$ cat config.mk
export PLATFORM = sky130hd
export DESIGN_NAME = rom_dl_writer_flat
export DESIGN_NICKNAME = d
export VERILOG_FILES = /design/src/rtl/rom_dl_writer_pkg.sv /design/src/rtl/rom_dl_writer_if.sv /design/src/rtl/rom_dl_writer_fifo.sv /design/src/rtl/rom_dl_writer.sv /design/src/flat_wrapper.sv
export SDC_FILE = /design/constraint.sdc
export NUM_CORES = 1
export LEC_CHECK = 0
export BUFFER_PORTS_ARGS = -buffer_cell sky130_fd_sc_hd__clkbuf_2
export CAP_MARGIN = 15
export CORE_ASPECT_RATIO = 1.75
export CORE_MARGIN = 4
export CORE_UTILIZATION = 35
export CTS_CLUSTER_SIZE = 30
export DETAILED_ROUTE_END_ITERATION = 10
export SYNTH_ARGS = -nofsm -noshare
export SYNTH_HDL_FRONTEND = slang
export SYNTH_HIERARCHICAL = 1
export SYNTH_SLANG_ARGS = --single-unit
$ cat constraint.sdc
create_clock -name ROMCL -period 4.5 [get_ports ROMCL]
set_clock_uncertainty 0.05 [all_clocks]
set_input_delay 0.675 -clock ROMCL [delete_from_list [all_inputs] [get_ports ROMCL]]
set_output_delay 0.675 -clock ROMCL [all_outputs]
set_load 0.02 [all_outputs]
$ cat src/rtl/rom_dl_writer_pkg.sv
// rom_dl_writer shared types: loader FSM states,
// FIFO beat layout and the default image size.
package rom_dl_writer_pkg;

  localparam int AW = 25;

  // Program + sprite + tile + CLUT regions, back to back
  localparam logic [AW-1:0] IMG_SIZE_DEF = 25'h2C100;

  typedef enum logic [2:0] {
    ST_IDLE,
    ST_LOAD,
    ST_DRAIN,
    ST_DONE,
    ST_ERROR
  } dl_state_t;

  typedef struct packed {
    logic       last;
    logic [7:0] data;
  } dl_beat_t;

  function automatic logic [15:0] csum_add(
    input logic [15:0] s,
    input logic [7:0]  b
  );
    return s + {8'h00, b};
  endfunction

endpackage

$ cat src/rtl/rom_dl_writer_if.sv
// Byte stream from the HPS loader into the
// download writer (valid/ready, last-qualified).
interface rom_dl_writer_if;

  logic       S_VALID;
  logic [7:0] S_DATA;
  logic       S_LAST;
  logic       S_READY;

  modport master (
    output S_VALID,
    output S_DATA,
    output S_LAST,
    input  S_READY
  );

  modport slave (
    input  S_VALID,
    input  S_DATA,
    input  S_LAST,
    output S_READY
  );

endinterface

$ cat src/rtl/rom_dl_writer_fifo.sv
// dl_fifo: small synchronous FIFO between the
// loader stream and the paced ROM write engine.
module dl_fifo #(
  parameter int DEPTH = 4,
  parameter int W     = 9
) (
  input  logic         clk,
  input  logic         rst,
  input  logic         clr,
  input  logic         push,
  input  logic [W-1:0] wdata,
  input  logic         pop,
  output logic [W-1:0] rdata,
  output logic         full,
  output logic         empty
);

  localparam int PW = $clog2(DEPTH);

  logic [W-1:0]  mem [DEPTH];
  logic [PW-1:0] wp;
  logic [PW-1:0] rp;
  logic [PW:0]   cnt;
  logic          do_push;
  logic          do_pop;

  assign full    = (cnt == (PW+1)'(DEPTH));
  assign empty   = (cnt == '0);
  assign do_push = push & ~full;
  assign do_pop  = pop & ~empty;
  assign rdata   = mem[rp];

  always_ff @(posedge clk) begin
    if (rst || clr) begin
      wp  <= '0;
      rp  <= '0;
      cnt <= '0;
    end else begin
      if (do_push)
        wp <= wp + 1'b1;
      if (do_pop)
        rp <= rp + 1'b1;
      case ({do_push, do_pop})
        2'b10:   cnt <= cnt + 1'b1;
        2'b01:   cnt <= cnt - 1'b1;
        default: cnt <= cnt;
      endcase
    end
  end

  always_ff @(posedge clk) begin
    if (do_push)
      mem[wp] <= wdata;
  end

endmodule

$ cat src/rtl/rom_dl_writer.sv
// rom_dl_writer: buffers the HPS ROM image stream and
// emits paced ROMEN writes, length check and checksum.
module rom_dl_writer
  import rom_dl_writer_pkg::*;
#(
  parameter logic [24:0] IMG_SIZE   = IMG_SIZE_DEF,
  parameter int          FIFO_DEPTH = 4,
  parameter int          PACE       = 2
) (
  input  logic             ROMCL,
  input  logic             RESET,
  input  logic             DL_START,
  rom_dl_writer_if.slave   s,
  output logic [24:0]      ROMAD,
  output logic [7:0]       ROMDT,
  output logic             ROMEN,
  output logic             BUSY,
  output logic             DONE,
  output logic             ERR,
  output logic [15:0]      CSUM,
  output logic             HOLD
);

  localparam int PW = (PACE > 1) ? $clog2(PACE) : 1;

  dl_state_t     state;
  dl_state_t     state_nx;
  dl_beat_t      fifo_in;
  dl_beat_t      fifo_out;
  logic          full;
  logic          empty;
  logic          accept;
  logic          push;
  logic          pop;
  logic [24:0]   acc_cnt;
  logic [24:0]   wr_cnt;
  logic          ovf;
  logic          seen_last;
  logic          drained;
  logic          good;
  logic [PW-1:0] pace_cnt;

  assign s.S_READY = (state == ST_LOAD) & ~full
                   & ~DL_START;
  assign accept    = s.S_VALID & s.S_READY;

  // Bytes past the image size are swallowed, not stored
  assign push      = accept & (acc_cnt != IMG_SIZE);
  assign pop       = ~empty & (pace_cnt == '0)
                   & ~DL_START;

  assign fifo_in.last = s.S_LAST;
  assign fifo_in.data = s.S_DATA;

  dl_fifo #(
    .DEPTH (FIFO_DEPTH),
    .W     (9)
  ) u_fifo (
    .clk   (ROMCL),
    .rst   (RESET),
    .clr   (DL_START),
    .push  (push),
    .wdata (fifo_in),
    .pop   (pop),
    .rdata (fifo_out),
    .full  (full),
    .empty (empty)
  );

  // Checksum is final only once the last strobe retired
  assign drained = empty & ~ROMEN;
  assign good    = (wr_cnt == IMG_SIZE) & ~ovf
                 & seen_last;

  always_ff @(posedge ROMCL) begin
    if (RESET)
      state <= ST_IDLE;
    else
      state <= state_nx;
  end

  always_comb begin
    state_nx = state;
    if (DL_START) begin
      state_nx = ST_LOAD;
    end else begin
      unique case (state)
        ST_LOAD:
          if (accept && s.S_LAST)
            state_nx = ST_DRAIN;
        ST_DRAIN:
          if (drained)
            state_nx = good ? ST_DONE : ST_ERROR;
        default:
          state_nx = state;
      endcase
    end
  end

  always_ff @(posedge ROMCL) begin
    if (RESET || DL_START) begin
      ROMAD     <= '0;
      ROMDT     <= '0;
      ROMEN     <= 1'b0;
      CSUM      <= '0;
      pace_cnt  <= '0;
      acc_cnt   <= '0;
      wr_cnt    <= '0;
      ovf       <= 1'b0;
      seen_last <= 1'b0;
    end else begin
      ROMEN <= pop;
      ROMAD <= ROMAD + {24'd0, ROMEN};
      if (ROMEN)
        CSUM <= csum_add(CSUM, ROMDT);
      if (pop) begin
        ROMDT    <= fifo_out.data;
        pace_cnt <= PW'(PACE - 1);
        wr_cnt   <= wr_cnt + 1'b1;
        if (fifo_out.last)
          seen_last <= 1'b1;
      end else if (pace_cnt != '0) begin
        pace_cnt <= pace_cnt - 1'b1;
      end
      if (accept) begin
        if (acc_cnt == IMG_SIZE)
          ovf <= 1'b1;
        else
          acc_cnt <= acc_cnt + 1'b1;
      end
    end
  end

  assign BUSY = (state == ST_LOAD)
              | (state == ST_DRAIN);
  assign DONE = (state == ST_DONE);
  assign ERR  = (state == ST_ERROR);

  // CPU runs only on a verified image
  assign HOLD = ~DONE;

endmodule

$ cat src/flat_wrapper.sv
// flat-port wrapper written by rule: the top's interface ports become plain ports
module rom_dl_writer_flat import rom_dl_writer_pkg::*;
#(
  parameter logic [24:0] IMG_SIZE   = IMG_SIZE_DEF,
  parameter int          FIFO_DEPTH = 4,
  parameter int          PACE       = 2
)
  (ROMCL, RESET, DL_START, ROMAD, ROMDT, ROMEN, BUSY, DONE, ERR, CSUM, HOLD, s_S_VALID, s_S_DATA, s_S_LAST, s_S_READY);
  rom_dl_writer_if s_i ();
  input  logic ROMCL;
  input  logic RESET;
  input  logic DL_START;
  output logic [24:0] ROMAD;
  output logic [7:0] ROMDT;
  output logic ROMEN;
  output logic BUSY;
  output logic DONE;
  output logic ERR;
  output logic [15:0] CSUM;
  output logic HOLD;
  input wire logic [$bits(s_i.S_VALID)-1:0] s_S_VALID;
  input wire logic [$bits(s_i.S_DATA)-1:0] s_S_DATA;
  input wire logic [$bits(s_i.S_LAST)-1:0] s_S_LAST;
  output wire logic [$bits(s_i.S_READY)-1:0] s_S_READY;
  assign s_i.S_VALID = s_S_VALID;
  assign s_i.S_DATA = s_S_DATA;
  assign s_i.S_LAST = s_S_LAST;
  assign s_S_READY = s_i.S_READY;
  rom_dl_writer #(.IMG_SIZE(IMG_SIZE), .FIFO_DEPTH(FIFO_DEPTH), .PACE(PACE)) u_core (.ROMCL(ROMCL), .RESET(RESET), .DL_START(DL_START), .s(s_i), .ROMAD(ROMAD), .ROMDT(ROMDT), .ROMEN(ROMEN), .BUSY(BUSY), .DONE(DONE), .ERR(ERR), .CSUM(CSUM), .HOLD(HOLD));
endmodule
==> impl_summary.md, run 1 <==
STA
Static timing analysis puts the maximum clock frequency at 0.2900 GHz. Setup repair after global routing left no endpoint under its margin. The number of max-slew violations in the final report is 0. The minimum clock period after layout is around 3.4 ns. At the pin with the least slew margin, the transition time is 0.8724 ns. The setup slack after layout is between 1 and 1.5 ns.

The final count of hold timing violations is 0. The worst pin sits at a relative slew slack of 0.4178. The final clock period utilization by the worst path is 0.7662. Setup violations remaining at the end of the flow were counted as 0. The total negative slack for setup checks is 0 ns.

Global route
The pin count of the biggest net entering global routing is 38. The first-pass GRT wire length is ~25000 um. The overall fraction of global-route tracks in use is 0.1423. The initial antenna violation count was 0. The number of global-route vias before repair is 5271.

The final global-route overflow total is 0.

Logic synthesis
The library cell with the largest summed area after synthesis is sky130_fd_sc_hd__dfxtp_1. Averaged over all synthesized cells, the footprint is 9.727 um^2. Synthesis handed over a netlist of 700 instances.

The commonest cells after synthesis are 114 x sky130_fd_sc_hd__dfxtp_1, 104 x sky130_fd_sc_hd__nor2_1, 47 x sky130_fd_sc_hd__nand2_1. Ranked by total cell area, the synthesized netlist is headed by sky130_fd_sc_hd__dfxtp_1 34%, sky130_fd_sc_hd__edfxtp_1 16%, sky130_fd_sc_hd__nor2_1 5.7%, sky130_fd_sc_hd__xnor2_1 4.2%, sky130_fd_sc_hd__xor2_1 3.7%. The synthesized netlist occupies a cell area of a little under 7000 um^2. The most used flip-flop cell after synthesis is sky130_fd_sc_hd__dfxtp_1. For this run, the register share of the synthesized area comes to 0.4939. Yosys printed 6 warnings.

By instance count, the leading cell after synthesis is sky130_fd_sc_hd__dfxtp_1. The share of the synthesized area in the top cell type is 0.3352. When the netlist entered floorplanning its net count stood at 734. After synthesis, the share of flip-flops with an asynchronous set or reset is 0.

In this run, synthesis inferred 36 flip-flops with an integrated enable. Synthesis instantiated 61 different standard cells from the library. Synthesis inferred 150 register bits.

Placement
The count of input and output buffers is 67. The routability-driven placement congestion ratio is 0.7778. The half-perimeter wire length after placement is 10370 um. Before CTS, the worst setup slack after placement is between 1 and 1.5 ns.

Floorplan
The horizontal extent of the die is 113.4 um. The initial core utilization is 0.3562. 68 I/O pins were placed. The number of cell rows is 67. The area of the die is 21840 um^2. The total core area is 19110 um^2.

The height of the chip is 192.5 um.

Clock tree
The longest clock path from root to sink contains 2 buffers. The insertion delay of the later-clocked pin in the worst-skew pair is between 0.4 and 0.5 ns. The cell at the root of the clock tree is sky130_fd_sc_hd__clkbuf_16. The number of cells upsized or downsized after cts is 0. Clock tree synthesis inserted a total of 17 buffers. CTS built an H-tree with a depth of 4. The clock input transition at the sequential cells of the worst setup and hold paths is 0.07 ns. TritonCTS built the clock tree.

After clock tree synthesis, the flow added hold-fix buffers numbering 0. In this run the post-CTS setup repair buffer count came out at 0. The number of clock sinks is 150.

Detailed routing
Detailed routing inserted a total of 5223 vias. The number of vias per cell is 5.126. The first-iteration detailed-routing DRC count is 243.

The per-cell routed wire length is roughly 14 um. Wires add up to 14650 um. The residual antenna-violating net count after detailed routing is 0. For this run, design rule violations remaining after detail routing come to 0.

The iteration count of the initial detailed-routing pass is 4.

Pwr
Summing internal, switching and leakage power gives roughly 2.8 mW. The analysis attributes to cell leakage a power of around 2.8 nW. The largest vdd supply drop is between 0.3 and 0.4 mV. The cell area power density is about 360 nW/um^2.

Cells and area
After the last flow step, the layout net total stands at 799. The number of filler cells placed in the layout is 1943. Registers take 3363 um^2. The layout-stage area growth over the synthesis result is 16.81%.

Of the cells placed in the final design, the portion with a size suffix greater than 1 is 0.1684. The area of the multi-input gates is 3231 um^2. The antenna diode count is 0.

Flow run
The reported max-cap violation count is 0.

Setup path
The required time of the worst setup path is 4.80 ns. By startpoint and endpoint, the worst setup path is classified as flip-flop to flip-flop. For the worst flop-to-flop path, the logic depth is 14.

The largest fanout of any net on the critical path is 9. The worst setup path is launched from a flip-flop. Data arrives at the worst endpoint at 3.75 ns. The type of element capturing the critical path is a flip-flop.

Run status
The flow ran to the end, and the final reports show no timing, DRC or antenna violations.

Min path
Counting instances, the worst hold path has a depth of 1. In this run the worst hold path is classified as input port to flip-flop.
==> sequential cells by signal (all words and copies together), names as in the netlist, 2 cells and up, named ones only <==
signal,cells
u_core/u_fifo/mem,36
u_core/acc_cnt,25
u_core/CSUM,16
u_core/state,3
u_core/ROMAD,25
u_core/u_fifo/cnt,3
u_core/wr_cnt,25
u_core/ROMDT,8
u_core/u_fifo/wp,2
u_core/u_fifo/rp,2
==> kinds of logic (layout without fill, tap and decap cells) <==
family	count (synthesis)	count (layout)	synth area share
buf+inv	53	131	0.03197
fa+ha+maj	21	21	0.04079
xor+xnor	62	62	0.07975
simple gates	317	317	0.2462
compound gates	83	83	0.07019
flops	150	150	0.4939
mux	14	14	0.03712
==> worst max-delay path: stages (launching register included) <==
cell	delay, ns
sky130_fd_sc_hd__dfxtp_1	0.36
sky130_fd_sc_hd__or3b_1	0.49
sky130_fd_sc_hd__inv_1	0.16
sky130_fd_sc_hd__nor4b_4	0.06
sky130_fd_sc_hd__and2_1	0.21
sky130_fd_sc_hd__o21ai_1	0.25
sky130_fd_sc_hd__inv_1	0.22
sky130_fd_sc_hd__and2_4	0.20
sky130_fd_sc_hd__inv_1	0.05
sky130_fd_sc_hd__ha_1	0.18
sky130_fd_sc_hd__inv_1	0.06
sky130_fd_sc_hd__fa_1	0.37
sky130_fd_sc_hd__xor2_1	0.16
sky130_fd_sc_hd__or3_2	0.41
sky130_fd_sc_hd__a21oi_1	0.15
==> worst paths after layout <==
check / startpoint / to / slack, ns
worst max-delay path: u_core/u_fifo/cnt[2]$_SDFFE_PP0P_ / u_core/u_fifo/cnt[2]$_SDFFE_PP0P_ / 1.05
worst min-delay path: s_S_DATA[0] / u_core/u_fifo/mem[1][0]$_DFFE_PP_ / 0.42
worst max register to register: u_core/u_fifo/cnt[2]$_SDFFE_PP0P_ / u_core/u_fifo/cnt[2]$_SDFFE_PP0P_ / 1.05
worst min register to register: u_core/seen_last$_SDFFE_PP0P_ / u_core/seen_last$_SDFFE_PP0P_ / 0.43
==> final cells by class <==
cell class	instances	area share
clock buffers	21	0.05930
clock inverters	11	0.01400
inverters	27	0.01290
multi-input cells	497	0.4062
flip-flops and latches	150	0.4228
well taps	241	0.03791
repair buffers	72	0.04688
==> cells in the final DEF, fill, tap and decap left out, types with 9 or more instances in the layout <==
cell                        synthesis  layout
sky130_fd_sc_hd__o21ai_0           26      26
sky130_fd_sc_hd__or4_1              9       9
sky130_fd_sc_hd__a21oi_1           34      34
sky130_fd_sc_hd__and3_1             9       9
sky130_fd_sc_hd__clkbuf_16          0      18
sky130_fd_sc_hd__o211ai_1          10      10
sky130_fd_sc_hd__or3_1             18      18
sky130_fd_sc_hd__xor2_1            29      29
sky130_fd_sc_hd__mux4_2             9       9
sky130_fd_sc_hd__nand2_1           47      47
sky130_fd_sc_hd__edfxtp_1          36      36
sky130_fd_sc_hd__inv_1             26      26
sky130_fd_sc_hd__nor4_1            17      17
sky130_fd_sc_hd__nand3_1           30      30
sky130_fd_sc_hd__dfxtp_1          114     114
sky130_fd_sc_hd__nand4_1           23      23
sky130_fd_sc_hd__nor2_1           104     103
sky130_fd_sc_hd__ha_1              19      19
sky130_fd_sc_hd__nor3_1            17      17
sky130_fd_sc_hd__clkbuf_2           2      67
sky130_fd_sc_hd__xnor2_1           33      33
==> routing by layer <==
metal | vias to the layer above | GRT usage | share of wire
li1 | 2622 | - | -
met1 | 2526 | 0.1490 | 0.41
met2 | 62 | 0.2726 | 0.55
met3 | 13 | 0.02855 | 0.023
met4 | 0 | 0.05784 | 0.016
met5 | - | 0 | 0
==> power by group <==
group,switching (mW),internal (mW)
logic,0.0404,0.0173
registers,0.00326,1.38
clock network,0.578,0.819
total,0.622,2.22
==> through the flow <==
stage,instances,hold slack (ns),util,instance area (um^2)
6_report,1019,0.4216,0.4161,7954
5_1_grt,1019,0.4076,0.4161,7954
4_1_cts,1019,0.3978,0.4161,7954
3_5_place_dp,987,0.4141,0.3856,7371
3_3_place_gp,987,0.4116,0.3856,7371
2_1_floorplan,700,0.3788,-,6809
Power figures use the tool's default switching activity.
==> run 2, diff against run 1 <==
- clock period: 4.5 -> 3.4 ns (I/O delays scaled with it)
==> impl_summary.md, run 2 (synthesized netlist as in run 1, its figures left out) <==
Detailed routing
The total DRC errors in the routed layout is 0 (unchanged). The per-cell routed wire length is 14.41 um (+0.24%). The residual antenna-violating net count after detailed routing is 0 (unchanged). The first-iteration detailed-routing DRC count is 241 (-0.82%).

The via total after detailed routing is 5249 (+0.50%). The total detailed-routing wirelength is 14690 um (+0.24%). The number of vias per cell was 5.151 (+0.50%).

The iteration count of the initial detailed-routing pass is 4 (unchanged).

Cells and area
The most flop-heavy register is u_core/u_fifo/mem. The top cell types in the final layout, fill and taps aside, are 114 x sky130_fd_sc_hd__dfxtp_1, 103 x sky130_fd_sc_hd__nor2_1, 67 x sky130_fd_sc_hd__clkbuf_2. The library cell used most frequently in the layout, excluding fill and tap cells, is sky130_fd_sc_hd__dfxtp_1. The post-layout net count is 799 (unchanged). Relative to the synthesized area, the layout overhead comes to 16.45%.

The flip-flop count of the largest register after layout was 36 (unchanged). The number of filler cells placed in the layout was 1890 (-2.7%). The antenna diode count is 0 (unchanged). The final cell area excluding filler cells is 7929 um^2 (-0.31%).

The fraction of final layout cells sized beyond drive strength 1 is 0.1684 (unchanged).

Setup path
Traced cell by cell, the critical path runs through or3b_4, inv_1, nor4b_4, and2_1, o21ai_1, inv_1, and2_4, inv_1, ha_1, inv_1, fa_1, xor2_1, or3_2, a21oi_1. The largest fanout of any net on the critical path came to 9 (unchanged). The total number of cells along the worst setup path is 14 (unchanged). STA classifies the critical path startpoint as a flip-flop. The worst setup path is captured at a flip-flop. The worst-case reg-to-reg path depth is 14 (unchanged). The arrival time reported for the critical path endpoint is 3.43 ns (-0.32 ns). The largest stage delay on the critical path is 0.44 ns (-0.05 ns). The sum of buffers and inverters on the critical path is 4 (unchanged). The required time of the worst setup path is 3.70 ns (-1.10 ns). The critical path is of the flip-flop to flip-flop type. The family with the most delay on the worst path is simple AND/OR/NAND/NOR gates. Among the stages of the critical path, the cell type that occurs most often is sky130_fd_sc_hd__inv_1. The cell type of the slowest stage on the worst timing path is sky130_fd_sc_hd__or3b_4.

Placement
The count of input and output buffers is 67 (unchanged). The routability-driven placement congestion ratio came to 0.7706 (-0.93%). The area of placed instances is 7371 um^2 (unchanged). The half-perimeter wire length after placement is 10420 um (+0.49%).

STA
The final clock period utilization by the worst path is 0.9210 (+0.1548). The total negative slack for setup checks came to 0 ns (unchanged). The number of max-slew violations in the final report is 0 (unchanged). The final setup violation count is 0 (unchanged).

The minimum clock period after layout is 3.131 ns (-0.3166 ns). The slew at the pin with the worst max-slew slack is 0.7972 ns (-0.07520 ns). Setup repair after global routing left no endpoint under its margin. The upper clock frequency limit is 0.3194 GHz (+10%).

The normalized max-slew margin was 0.4662 (+0.04842). The final count of hold timing violations is 0 (unchanged).

Clock tree
TritonCTS built the clock tree. The count of hold-fix buffers inserted at cts is 0 (unchanged). The number of buffers created by CTS is 17 (unchanged). The cell at the root of the clock tree is sky130_fd_sc_hd__clkbuf_16. The insertion delay of the later-clocked pin in the worst-skew pair is 0.43 ns (about the same). The number of clock sinks was 150 (unchanged). The clock input transition at the sequential cells of the worst setup and hold paths is 0.06 ns (about the same). The maximum buffer depth of the clock tree is 2 (unchanged). The number of H-tree branching levels was 4 (unchanged).

Pwr
The static leakage is 2.814 nW (-0.60%). The cell area power density is 463.6 nW/um^2 (+30%). The sum of internal, switching and leakage power was 3.676 mW (+29%). The largest vdd supply drop is 0.3484 mV (+14%).

Floorplan
The height of the chip is 192.5 um (unchanged). The total core area is 19110 um^2 (unchanged). The area of the die was 21840 um^2 (unchanged). The horizontal extent of the die is 113.4 um (unchanged). The I/O pin count is 68 (unchanged). The number of cell rows came to 67 (unchanged). The initial core utilization is 0.3562 (unchanged).

Global route
The final global-route overflow total is 0 (unchanged). The first-pass GRT wire length is 24850 um (-0.77%). The number of global-route vias before repair is 5163 (-2.0%). The initial antenna violation count was 0 (unchanged). The pin count of the biggest net entering global routing is 38 (unchanged). The overall fraction of global-route tracks in use is 0.1420 (-0.0002350).

Min path
The worst hold path belongs to the class input port to flip-flop. The worst hold path cell count is 1 (unchanged).

Flow run
The reported max-cap violation count is 0 (unchanged).

Run status
The run finished with clean final reports.
[run 2: stage by stage]
step / util / worst slack (ns) / cells / hold WS [ns]
after global routing: 0.4148 / 0.001449 / 1019 / 0.2447
after detailed placement: 0.3856 / 0.2309 / 987 / 0.4158
after global placement: 0.3856 / 0.2985 / 987 / 0.4079
final: 0.4148 / 0.2688 / 1019 / 0.2478
after floorplan: - / 0.2958 / 700 / 0.3788
after CTS: 0.4147 / 0.1803 / 1019 / 0.2356
[run 2: timing repair]
| item | in CTS | in global routing |
|---|---|---|
| endpoints found under the setup margin | 0 | 1 |
| buffers inserted | 0 | 0 |
| gates resized for setup | 0 | 1 |
[run 2: worst reg2reg max path, cell delays in order, from the launching register on]
cell and delay [ns]:
sky130_fd_sc_hd__dfxtp_1 0.35, sky130_fd_sc_hd__or3b_4 0.44, sky130_fd_sc_hd__inv_1 0.13, sky130_fd_sc_hd__nor4b_4 0.06, sky130_fd_sc_hd__and2_1 0.22, sky130_fd_sc_hd__o21ai_1 0.11
sky130_fd_sc_hd__inv_1 0.14, sky130_fd_sc_hd__and2_4 0.17, sky130_fd_sc_hd__inv_1 0.06, sky130_fd_sc_hd__ha_1 0.18, sky130_fd_sc_hd__inv_1 0.06, sky130_fd_sc_hd__fa_1 0.37
sky130_fd_sc_hd__xor2_1 0.16, sky130_fd_sc_hd__or3_2 0.40, sky130_fd_sc_hd__a21oi_1 0.15
[run 2: worst paths after layout]
kind	to	start	slack [ns]
hold reg to reg	u_core/seen_last$_SDFFE_PP0P_	u_core/seen_last$_SDFFE_PP0P_	0.44
setup reg to reg	u_core/u_fifo/cnt[2]$_SDFFE_PP0P_	u_core/u_fifo/cnt[2]$_SDFFE_PP0P_	0.27
setup / recovery	u_core/u_fifo/cnt[2]$_SDFFE_PP0P_	u_core/u_fifo/cnt[2]$_SDFFE_PP0P_	0.27
hold / removal	u_core/u_fifo/mem[2][1]$_DFFE_PP_	s_S_DATA[1]	0.25
[run 2: power breakdown]
group / total (mW) / internal (mW) / switching (mW)
combinational: 0.0766 / 0.0232 / 0.0534
clock: 1.76 / 1.02 / 0.745
sequential: 1.83 / 1.83 / 0.00428
[run 2: routing by layer]
layer	share of wire	vias up	GRT usage	wire length, um
met1	0.40	2547	0.1532	5947
met2	0.55	72	0.2674	8094
met3	0.028	16	0.03044	414
met5	0	-	0	0
li1	-	2614	-	-
met4	0.015	0	0.05414	227
[run 2: final cells by class]
type / instances / area (um^2) / share of cell area
timing repair buffer: 72 / 372.9 / 0.04703
clock inverter: 9 / 66.31 / 0.008364
sequential: 150 / 3363 / 0.4242
tap: 241 / 301.5 / 0.03803
clock buffer: 23 / 489.2 / 0.06170
multi-input combinational: 497 / 3233 / 0.4078
inverter: 27 / 102.6 / 0.01294
